**src/rtl/caeco_sample_feeder_pkg.sv**
```systemverilog
// rtl/caeco_sample_feeder_pkg.sv - shared CMD/STATUS layout, register offsets and FSM states
package caeco_sample_feeder_pkg;

    localparam int CMD_EN_BIT      = 4;
    localparam int CMD_EOR_BIT     = 3;
    localparam int CMD_IRQ_CLR_BIT = 2;
    localparam int CMD_START_BIT   = 0;

    localparam int ST_EOR_BIT   = 3;
    localparam int ST_EN_BIT    = 4;
    localparam int ST_STATE_LSB = 5;
    localparam int ST_OVF_BIT   = 7;
    localparam int ST_LEVEL_LSB = 16;

    localparam logic REG_DATA = 1'b0;
    localparam logic REG_CMD  = 1'b1;

    typedef enum logic [1:0] {
        S_IDLE  = 2'd0,
        S_ARMED = 2'd1,
        S_RUN   = 2'd2,
        S_DRAIN = 2'd3
    } feeder_state_e;

    function automatic logic [31:0] pack_status(input logic [15:0] level,
                                                input logic        ovf,
                                                input logic [1:0]  st,
                                                input logic        en,
                                                input logic        eor_pending);
        logic [31:0] s;
        s = '0;
        s[ST_LEVEL_LSB +: 16] = level;
        s[ST_OVF_BIT]         = ovf;
        s[ST_STATE_LSB +: 2]  = st;
        s[ST_EN_BIT]          = en;
        s[ST_EOR_BIT]         = eor_pending;
        return s;
    endfunction

endpackage

```
**src/rtl/caeco_sample_feeder_if.sv**
```systemverilog
// rtl/caeco_sample_feeder_if.sv - store-path bus and CAECO sample stream bundle
interface caeco_sample_feeder_if #(parameter int DW = 32);
    logic          bus_sel;
    logic          bus_we;
    logic          bus_addr;
    logic [31:0]   bus_wdata;
    logic [31:0]   bus_rdata;
    logic          bus_ready;
    logic          smp_valid;
    logic [DW-1:0] smp_data;
    logic          smp_last;
    logic          smp_ready;

    // master = core/JTAG store path plus the CAECO sink; slave = the feeder
    modport master (
        output bus_sel, bus_we, bus_addr, bus_wdata, smp_ready,
        input  bus_rdata, bus_ready, smp_valid, smp_data, smp_last
    );

    modport slave (
        input  bus_sel, bus_we, bus_addr, bus_wdata, smp_ready,
        output bus_rdata, bus_ready, smp_valid, smp_data, smp_last
    );
endinterface

```
**src/rtl/caeco_sample_fifo.sv**
```systemverilog
// rtl/caeco_sample_fifo.sv - synchronous FIFO with flush and in-place tail-flag set
module caeco_sample_fifo #(
    parameter int DEPTH = 16,
    parameter int W     = 33
) (
    input  logic                   clk,
    input  logic                   reset,
    input  logic                   push_i,
    input  logic                   pop_i,
    input  logic                   flush_i,
    input  logic                   set_tail_i,
    input  logic [W-1:0]           wdata_i,
    output logic [W-1:0]           rdata_o,
    output logic                   full_o,
    output logic                   empty_o,
    output logic [$clog2(DEPTH):0] level_o
);
    localparam int AW = $clog2(DEPTH);

    logic [W-1:0]  mem_q [DEPTH];
    logic [AW-1:0] wr_ptr_q, rd_ptr_q;
    logic [AW:0]   level_q;
    logic          do_push, do_pop;

    assign empty_o = (level_q == '0);
    assign full_o  = (level_q == (AW+1)'(DEPTH));
    assign level_o = level_q;
    assign rdata_o = mem_q[rd_ptr_q];

    // a pop in the same cycle frees the slot, so a push into a full FIFO is allowed then
    assign do_pop  = pop_i && !empty_o;
    assign do_push = push_i && (!full_o || do_pop);

    always_ff @(posedge clk) begin
        if (reset || flush_i) begin
            wr_ptr_q <= '0;
            rd_ptr_q <= '0;
            level_q  <= '0;
        end else begin
            if (do_push) wr_ptr_q <= wr_ptr_q + AW'(1);
            if (do_pop)  rd_ptr_q <= rd_ptr_q + AW'(1);
            level_q <= level_q + (AW+1)'(do_push) - (AW+1)'(do_pop);
        end
    end

    always_ff @(posedge clk) begin
        if (do_push) mem_q[wr_ptr_q] <= wdata_i;
        if (set_tail_i && !empty_o) mem_q[wr_ptr_q - AW'(1)][W-1] <= 1'b1;
    end
endmodule

```
**src/rtl/caeco_sample_feeder.sv**
```systemverilog
// rtl/caeco_sample_feeder.sv - memory-mapped ECG sample feeder into CAECO
// Optional interrupt output enabled by defining CAECO_FEEDER_IRQ_EN.
module caeco_sample_feeder
    import caeco_sample_feeder_pkg::*;
#(
    parameter int DEPTH = 16,
    parameter int DW    = 32
) (
    input  logic                  clk,
    input  logic                  reset,
    caeco_sample_feeder_if.slave  io,
    output logic                  caeco_start
`ifdef CAECO_FEEDER_IRQ_EN
    ,
    output logic                  irq
`endif
);
    localparam int AW = $clog2(DEPTH);

    feeder_state_e state_q, state_d;
    logic          bus_ready_q, bus_ready_d;
    logic [31:0]   bus_rdata_q, bus_rdata_d;
    logic          ovf_q, ovf_d;
    logic          en_q, en_d;
    logic          eor_pend_q, eor_pend_d;
    logic          start_q, start_d;

    logic          fifo_push, fifo_pop, fifo_flush, fifo_set_tail;
    logic          fifo_full, fifo_empty;
    logic [AW:0]   fifo_level;
    logic [DW:0]   fifo_head;

    logic          first_cycle, commit, stream_on, space_next, empty_next, drain_done;

    caeco_sample_fifo #(.DEPTH(DEPTH), .W(DW + 1)) u_fifo (
        .clk        (clk),
        .reset      (reset),
        .push_i     (fifo_push),
        .pop_i      (fifo_pop),
        .flush_i    (fifo_flush),
        .set_tail_i (fifo_set_tail),
        .wdata_i    ({1'b0, io.bus_wdata[DW-1:0]}),
        .rdata_o    (fifo_head),
        .full_o     (fifo_full),
        .empty_o    (fifo_empty),
        .level_o    (fifo_level)
    );

    // an access is decided in its first cycle and takes effect in the ready cycle
    assign first_cycle = io.bus_sel && !bus_ready_q;
    assign commit      = io.bus_sel && bus_ready_q && io.bus_we;

    assign stream_on    = (state_q == S_RUN) || (state_q == S_DRAIN);
    assign io.smp_valid = stream_on && !fifo_empty;
    assign io.smp_data  = io.smp_valid ? fifo_head[DW-1:0] : '0;
    assign io.smp_last  = io.smp_valid && fifo_head[DW];
    assign fifo_pop     = io.smp_valid && io.smp_ready;

    assign space_next = !fifo_full || fifo_pop;
    assign empty_next = fifo_empty || ((fifo_level == (AW+1)'(1)) && fifo_pop);
    assign drain_done = (state_q == S_DRAIN) && fifo_pop && fifo_head[DW];

    assign io.bus_ready = bus_ready_q;
    assign io.bus_rdata = bus_rdata_q;
    assign caeco_start  = start_q;

    always_comb begin
        state_d       = state_q;
        ovf_d         = ovf_q;
        en_d          = en_q;
        eor_pend_d    = eor_pend_q;
        start_d       = 1'b0;
        bus_ready_d   = 1'b0;
        bus_rdata_d   = '0;
        fifo_push     = 1'b0;
        fifo_flush    = 1'b0;
        fifo_set_tail = 1'b0;

        if (first_cycle) begin
            if (io.bus_we && io.bus_addr == REG_DATA && state_q == S_RUN)
                bus_ready_d = space_next;
            else
                bus_ready_d = 1'b1;
            if (!io.bus_we && io.bus_addr == REG_CMD)
                bus_rdata_d = pack_status(16'(fifo_level), ovf_q, state_q, en_q, eor_pend_q);
        end

        if (drain_done) begin
            state_d    = S_IDLE;
            eor_pend_d = 1'b0;
        end

        if (commit && io.bus_addr == REG_DATA) begin
            if (state_q == S_RUN) fifo_push = 1'b1;
            else                  ovf_d     = 1'b1;
        end

        if (commit && io.bus_addr == REG_CMD) begin
            en_d = io.bus_wdata[CMD_EN_BIT];
            if (!io.bus_wdata[CMD_EN_BIT]) begin
                fifo_flush = 1'b1;
                ovf_d      = 1'b0;
                eor_pend_d = 1'b0;
                state_d    = S_IDLE;
            end else if (io.bus_wdata[CMD_START_BIT] &&
                         (state_q == S_IDLE || state_q == S_ARMED)) begin
                state_d = S_RUN;
                start_d = 1'b1;
            end else if (io.bus_wdata[CMD_EOR_BIT] && state_q == S_RUN) begin
                // nothing left to mark: the previous sample already went out unflagged
                if (empty_next) begin
                    state_d = S_IDLE;
                end else begin
                    fifo_set_tail = 1'b1;
                    eor_pend_d    = 1'b1;
                    state_d       = S_DRAIN;
                end
            end else if (state_q == S_IDLE) begin
                state_d = S_ARMED;
            end
        end
    end

    always_ff @(posedge clk) begin
        if (reset) begin
            state_q     <= S_IDLE;
            bus_ready_q <= 1'b0;
            bus_rdata_q <= '0;
            ovf_q       <= 1'b0;
            en_q        <= 1'b0;
            eor_pend_q  <= 1'b0;
            start_q     <= 1'b0;
        end else begin
            state_q     <= state_d;
            bus_ready_q <= bus_ready_d;
            bus_rdata_q <= bus_rdata_d;
            ovf_q       <= ovf_d;
            en_q        <= en_d;
            eor_pend_q  <= eor_pend_d;
            start_q     <= start_d;
        end
    end

`ifdef CAECO_FEEDER_IRQ_EN
    logic irq_q, irq_d, irq_clr;

    assign irq_clr = commit && io.bus_addr == REG_CMD && io.bus_wdata[CMD_IRQ_CLR_BIT];
    assign irq     = irq_q;

    // set beats clear when both land in the same cycle
    always_comb begin
        irq_d = irq_q;
        if (irq_clr)    irq_d = 1'b0;
        if (drain_done) irq_d = 1'b1;
    end

    always_ff @(posedge clk) begin
        if (reset) irq_q <= 1'b0;
        else       irq_q <= irq_d;
    end
`endif
endmodule
```
**src/flat_wrapper.sv**
```systemverilog
// flat-port wrapper written by rule: the top's interface ports become plain ports
module caeco_sample_feeder_flat import caeco_sample_feeder_pkg::*;
#(
    parameter int DEPTH = 16,
    parameter int DW    = 32
)
  (clk, reset, caeco_start, io_bus_sel, io_bus_we, io_bus_addr, io_bus_wdata, io_smp_ready, io_bus_rdata, io_bus_ready, io_smp_valid, io_smp_data, io_smp_last);
  caeco_sample_feeder_if #(.DW(DW)) io_i ();
  input  logic clk;
  input  logic reset;
  output logic caeco_start;
  input wire logic [$bits(io_i.bus_sel)-1:0] io_bus_sel;
  input wire logic [$bits(io_i.bus_we)-1:0] io_bus_we;
  input wire logic [$bits(io_i.bus_addr)-1:0] io_bus_addr;
  input wire logic [$bits(io_i.bus_wdata)-1:0] io_bus_wdata;
  input wire logic [$bits(io_i.smp_ready)-1:0] io_smp_ready;
  output wire logic [$bits(io_i.bus_rdata)-1:0] io_bus_rdata;
  output wire logic [$bits(io_i.bus_ready)-1:0] io_bus_ready;
  output wire logic [$bits(io_i.smp_valid)-1:0] io_smp_valid;
  output wire logic [$bits(io_i.smp_data)-1:0] io_smp_data;
  output wire logic [$bits(io_i.smp_last)-1:0] io_smp_last;
  assign io_i.bus_sel = io_bus_sel;
  assign io_i.bus_we = io_bus_we;
  assign io_i.bus_addr = io_bus_addr;
  assign io_i.bus_wdata = io_bus_wdata;
  assign io_i.smp_ready = io_smp_ready;
  assign io_bus_rdata = io_i.bus_rdata;
  assign io_bus_ready = io_i.bus_ready;
  assign io_smp_valid = io_i.smp_valid;
  assign io_smp_data = io_i.smp_data;
  assign io_smp_last = io_i.smp_last;
  caeco_sample_feeder #(.DEPTH(DEPTH), .DW(DW)) u_core (.clk(clk), .reset(reset), .io(io_i), .caeco_start(caeco_start));
endmodule
```
**config.mk**
```make
export PLATFORM = sky130hd
export DESIGN_NAME = caeco_sample_feeder_flat
export DESIGN_NICKNAME = d
export VERILOG_FILES = /design/src/rtl/caeco_sample_feeder_pkg.sv /design/src/rtl/caeco_sample_feeder_if.sv /design/src/rtl/caeco_sample_fifo.sv /design/src/rtl/caeco_sample_feeder.sv /design/src/flat_wrapper.sv
export SDC_FILE = /design/constraint.sdc
export NUM_CORES = 1
export LEC_CHECK = 0
export CORE_ASPECT_RATIO = 1.2
export CORE_UTILIZATION = 54
export CTS_CLUSTER_DIAMETER = 40
export DETAILED_ROUTE_END_ITERATION = 8
export PLACE_DENSITY = 0.82
export SLEW_MARGIN = 5
export SYNTH_ARGS = -nofsm -noshare
export SYNTH_HDL_FRONTEND = slang
export SYNTH_SLANG_ARGS = --single-unit
export TNS_END_PERCENT = 1
```
**constraint.sdc**
```tcl
create_clock -name clk -period 4.6 [get_ports clk]
set_input_delay 0.92 -clock clk [delete_from_list [all_inputs] [get_ports clk]]
set_output_delay 0.92 -clock clk [all_outputs]
set_load 0.02 [all_outputs]
```
==> results by group, run 1 <==
Power and ir drop
  • Internal: 8320 uW
  • Maximum vdd drop: 0.316 mV
  • Register share of total power: 0.536
  • Switching Fraction: 0.201
  • Leakage: 0.00798 uW
  • P_sw: 2090 uW
  • Comb power frac: 0.012
  • Clock share of power: 0.451
  • Pwr dens: 402 nW/um^2

Cells and area
  • Fin nets: 1229
  • Layout cells sized above 1: 0.257
  • Diode count: 0
  • Area growth from synthesis to layout: 16.6%
  • Fin area: 25900 um^2

Hold path
  • Hold Path Class: register to register
  • Worst hold path startpoint: u_core.ovf_q

Flow run
  • Maxcap violations: 0

STA
  • Max Slew Vio Count: 0
  • Rel. slew slack: 0.281
  • Clk_skew: 0.0185 ns
  • RSZ-0062 raised after global routing: false
  • FMAX: 229 MHz
  • Final period util: 0.951
  • Fin. Hold Viols: 0
  • Final min period: 4.37 ns
  • Setup TNS: 0 ns
  • Worst slew pin tran: 1.08 ns
  • Endpoints failing setup: 0

Place
  • Post-Place Cell Area: 23900 um^2
  • Port Buffers: 83
  • HPWL Detailed: 24900 um
  • Routability cong.: 0.832

Logic synthesis
  • Synth top cells by count: edfxtp_1 (528), mux4_2 (163), nor2b_1 (69)
  • Sequential cell area fraction in the yosys report: 0.745
  • Most common cell in the netlist: edfxtp_1
  • Synth top area cells: edfxtp_1 (71%), mux4_2 (17%), dfxtp_1 (3.1%)
  • Synthesized flop and latch total: 562
  • Async SR Flop Fraction: 0
  • Area leader, netlist: edfxtp_1
  • EDFF count, synth: 528
  • Top_reg_cell synth: edfxtp_1
  • Post-synth top area share: 0.714
  • Mapped Area: 22200 um^2
  • Cells after Synth: 1055
  • Distinct cells, synth: 54
  • Avg Cell Area, Syn: 21.0 um^2
  • Synth Warn #: 0

Clock tree
  • Cts hold-fix bufs: 0
  • Clock Tree Root: clkbuf_16
  • CTS Sinks: 562
  • Clock latency on the worst-skew pair: 0.59 ns
  • Post-CTS resize count: 0
  • CTS tree: done
  • Clock transition at path regs: 0.06 ns
  • Clock buffer depth: 3
  • H-tree Lvls: 2
  • CTS Buf Count: 59
  • Post-CTS setup buffers: 0

Setup path
  • Setup crit end kind: output pin
  • Critical Path Start Type: register
  • CP endpoint: io_smp_data[23]
  • Crit Path Max Fanout: 28
  • Slack of the worst reg-to-reg path: 1.32 ns
  • Critical Path AT: 3.45 ns
  • CP Data Required Time: 3.68 ns
  • CP Class: register to output pin
  • FF-to-FF Start: u_core.u_fifo.level_o[2]
  • Reg2reg end: u_core.u_fifo.mem_q[6][20]
  • R2R depth: 8

Floorplanning
  • Die W: 187 um
  • # IOs: 106
  • Initial cell density of the core: 0.546
  • Rows: 81
  • Core area: 40600 um^2
  • Die Y: 224 um
  • Die ar.: 41900 um^2

Routing
  • Final ANT Viol Nets: 0
  • # DRC: 0
  • DRT iter0 DRCs: 1249
  • Vias/cell: 6.26
  • Drt pass-1 iters: 5
  • Final WL: 49100 um
  • Via Count: 11075
  • Post-DR wirelength/cell: 27.7 um

Global routing
  • Global Route Usage Sum: 0.242
  • Initial antenna violation count: 0
  • Largest net degree at the start of global routing: 49
  • Congestion Overflow GR: 0
  • First-pass GRT wire length: 73600 um
  • Vias in the first global route: 11610

Outcome
  • Status: finished clean
## cell families (layout without fill, tap and decap cells)
group | Yosys count | after routing | share of synthesized area
xor gates and xnor gates | 10 | 10 | 0.00395
muxes | 167 | 167 | 0.167
other | 1 | 22 | 0.000169
and+or+nand+nor | 178 | 178 | 0.0427
adders and majority gates | 10 | 10 | 0.00598
buffers and inverters | 89 | 244 | 0.0217
DFF | 562 | 562 | 0.745
AOI/OAI and AO/OA | 38 | 38 | 0.0131
## placed cells by master (no fill, tap or decap), drive strengths merged, types with 3 or more instances in the layout
cell	instances
a2bb2oi	3
clkdlybuf4s50	83
nor3	4
buf	37
nand2	11
nor2	56
dfxtp	34
clkinvlp	5
clkinv	18
mux4	163
nand3	5
o21a	3
nand4	4
and2	16
a22oi	5
conb	22
a21oi	8
inv	23
bufinv	4
clkbuf	74
xor2	6
ha	9
edfxtp	528
nor2b	69
xnor2	4
## routing by layer
layer	vias to the layer above	track usage	routed length (um)
met1	5799	0.314	18000
li1	4521	-	-
met5	-	0	0
met2	655	0.419	25800
met3	100	0.0389	3910
met4	0	0.0846	1390
## power by group through the flow
stage	Combinational (uW)	Sequential, uW	Clock [uW]
after floorplan	77.7	5690	0
after global placement	122	5690	0
after detailed placement	130	5690	0
after CTS	131	5580	4750
after global routing	141	5580	4940
final	130	5580	4700
## cell type report
type	instances	area (um^2)
tap	539	674
clock buffer	74	1580
timing repair buffer	120	1300
inverter	13	48.8
sequential	562	16500
clock inverter	37	355
fill	2562	14800
multi-input combinational	425	5370
## sequential cells by signal, indices dropped and copies added, names as in the netlist, named ones only
name / count
u_core.u_fifo.mem_q: 528
u_core.io.bus_rdata: 10
u_core.u_fifo.level_o: 5
u_core.u_fifo.rd_ptr_q: 4
u_core.u_fifo.wr_ptr_q: 4
u_core.state_q: 2
u_core.caeco_start: 1
u_core.en_q: 1
u_core.eor_pend_q: 1
u_core.io.bus_ready: 1
u_core.ovf_q: 1
## worst min path at each step
stage                             end  slack [ns]  cells past startpoint
6_report                 u_core.ovf_q        0.48                      1
5_1_grt                  u_core.ovf_q        0.50                      1
4_1_cts                  u_core.ovf_q        0.48                      1
3_5_place_dp   u_core.io.bus_rdata[7]        0.46                      1
3_3_place_gp             u_core.ovf_q        0.46                      1
2_1_floorplan  u_core.io.bus_rdata[3]        0.43                      1
## worst max-delay path: stages, from the launching register on
cell and delay [ns]:
dfxtp_4 0.46, buf_4 0.50, mux4_2 0.59, mux4_2 0.49, nor2b_1 0.20, clkdlybuf4s50_1 0.60
## metrics by stage
stage               power, uW  instances   util  setup slack, ns  hold WS [ns]
global route            10700       1770  0.637           0.0541         0.499
finish                  10400       1770  0.637            0.225         0.483
global placement         5820       1659  0.589            0.663         0.455
floorplan                5770       1076      -           -0.121         0.430
detailed placement       5820       1659  0.589            0.579         0.463
CTS                     10500       1770  0.637            0.136         0.480
Power figures use the tool's default switching activity.
==> run 2: changes to the inputs <==
--- a/config.mk
+++ b/config.mk
@@ -6,10 +6,11 @@
 export NUM_CORES = 1
 export LEC_CHECK = 0
 export CORE_ASPECT_RATIO = 1.2
+export CORE_MARGIN = 1
 export CORE_UTILIZATION = 54
 export CTS_CLUSTER_DIAMETER = 40
 export DETAILED_ROUTE_END_ITERATION = 8
-export PLACE_DENSITY = 0.82
+export PLACE_DENSITY = 0.75
 export SLEW_MARGIN = 5
 export SYNTH_ARGS = -nofsm -noshare
 export SYNTH_HDL_FRONTEND = slang
==> run 2 against run 1 <==
Power down 4.1%. Flip-flop and latch count unchanged. Largest cell class unchanged. Critical path type unchanged. Sequential share of layout area up 0.44 points. Combinational power about the same. Clock-buffer cell count down 2.
==> results by group, run 2 (same netlist as run 1, synthesis figures left out) <==
STA
  • Final period util: 0.941
  • Fin. Hold Viols: 0
  • RSZ-0062 raised after global routing: false
  • Worst slew pin tran: 1.00 ns
  • FMAX: 231 MHz
  • Rel. slew slack: 0.329
  • Clk_skew: 0.0186 ns
  • Final min period: 4.33 ns
  • Endpoints failing setup: 0
  • Max Slew Vio Count: 0
  • Setup WS post-layout: 0.273 ns

Cells and area
  • Most frequent cells in the layout: edfxtp_1 (528), mux4_2 (163), clkdlybuf4s50_1 (83)
  • Area growth from synthesis to layout: 15.8%
  • Diode count: 0
  • Fin nets: 1229
  • Max reg flops: 528
  • Fin area: 25700 um^2
  • Commonest non-fill, non-tap cell in the layout: edfxtp_1
  • Layout cells sized above 1: 0.248
  • Largest register by flop count: u_core.u_fifo.mem_q

Clock tree
  • H-tree Lvls: 2
  • Post-CTS setup buffers: 0
  • Clock buffer depth: 3
  • Post-CTS resize count: 0
  • Clock latency on the worst-skew pair: 0.58 ns
  • Cts hold-fix bufs: 0
  • CTS tree: done
  • CTS Sinks: 562
  • CTS Buf Count: 57
  • Clock Tree Root: clkbuf_16
  • Clock transition at path regs: 0.06 ns

Global routing
  • Vias in the first global route: 11182
  • First-pass GRT wire length: 69000 um
  • Largest net degree at the start of global routing: 46
  • Congestion Overflow GR: 0
  • Initial antenna violation count: 1
  • Global Route Usage Sum: 0.225

Routing
  • Vias/cell: 5.99
  • Final WL: 45700 um
  • Via Count: 10559
  • Final ANT Viol Nets: 0
  • Post-DR wirelength/cell: 25.9 um
  • DRT iter0 DRCs: 1044
  • # DRC: 0
  • Drt pass-1 iters: 5

Setup path
  • CP Class: register to output pin
  • Worst path top cell family by delay: multiplexers
  • CP cell instances: buf_12, mux4_2, mux4_2, nor2b_1, clkdlybuf4s50_1
  • Slack of the worst reg-to-reg path: 1.41 ns
  • Crit path buf inv count: 2
  • Slowest-stage cell, CP: dfxtp_4
  • Setup crit end kind: output pin
  • Critical Path AT: 3.41 ns
  • Crit-path most repeated cell: mux4_2
  • Critical Path Start Type: register
  • Largest stage delay on the critical path: 0.58 ns
  • CP Data Required Time: 3.68 ns
  • Crit Path Max Fanout: 43

Place
  • Routability cong.: 0.848
  • HPWL Detailed: 24800 um
  • Port Buffers: 83
  • Place WS: 0.605 ns
  • Post-Place Cell Area: 24000 um^2

Floorplanning
  • Die W: 187 um
  • Core area: 40600 um^2
  • Die Y: 224 um
  • Die ar.: 41900 um^2
  • Initial cell density of the core: 0.546
  • # IOs: 106
  • Rows: 81

Power and ir drop
  • Maximum vdd drop: 0.262 mV
  • Leakage: 0.00788 uW
  • Pwr dens: 388 nW/um^2

Flow run
  • Maxcap violations: 0

Hold path
  • Hold Path Class: register to register

Outcome
  • Status: finished clean
==> run 2: changes by cell type in the layout (fill, tap and decap cells not counted), sizes merged <==
cell / previous run / this run
buf: 37 / 39
bufinv: 4 / 2
clkbuf: 74 / 72
clkinvlp: 5 / 3
inv: 23 / 19
==> run 2: cell type report <==
| class | instances | area, um^2 |
|---|---|---|
| inverter | 13 | 48.8 |
| sequential | 562 | 16500 |
| clock inverter | 29 | 228 |
| timing repair buffer | 122 | 1350 |
| fill | 2612 | 14900 |
| clock buffer | 72 | 1480 |
| tap | 539 | 674 |
| multi-input combinational | 425 | 5370 |
==> run 2: path summary, 6_finish.rpt <==
kind,start,end,cells past startpoint
setup / recovery,register,io_smp_data[31],5
setup reg to reg,u_core.state_q[1],u_core.u_fifo.mem_q[11][23],6
hold reg to reg,u_core.ovf_q,u_core.ovf_q,1
hold / removal,u_core.ovf_q,u_core.ovf_q,1
==> run 2: power by group <==
part           switching (uW)  internal [uW]  total (uW)
Combinational            89.6           40.5         130
Clock                    1870           2400        4270
Sequential               1.15           5580        5580
==> run 2: per-stage QoR <==
step	hold slack, ns	setup TNS [ns]	util	std cells	power, uW
2_1_floorplan	0.430	-7.66	-	1076	5770
3_3_place_gp	0.446	0	0.590	1661	5820
3_5_place_dp	0.448	0	0.590	1661	5820
4_1_cts	0.462	0	0.632	1762	10000
5_1_grt	0.498	0	0.632	1762	10300
6_report	0.460	0	0.632	1762	9980
==> run 2: metal layers <==
metal | GRT usage | share of wire
met1 | 0.295 | 0.39
met4 | 0.0566 | 0.017
met3 | 0.0365 | 0.061
met2 | 0.393 | 0.53
met5 | 0 | 0
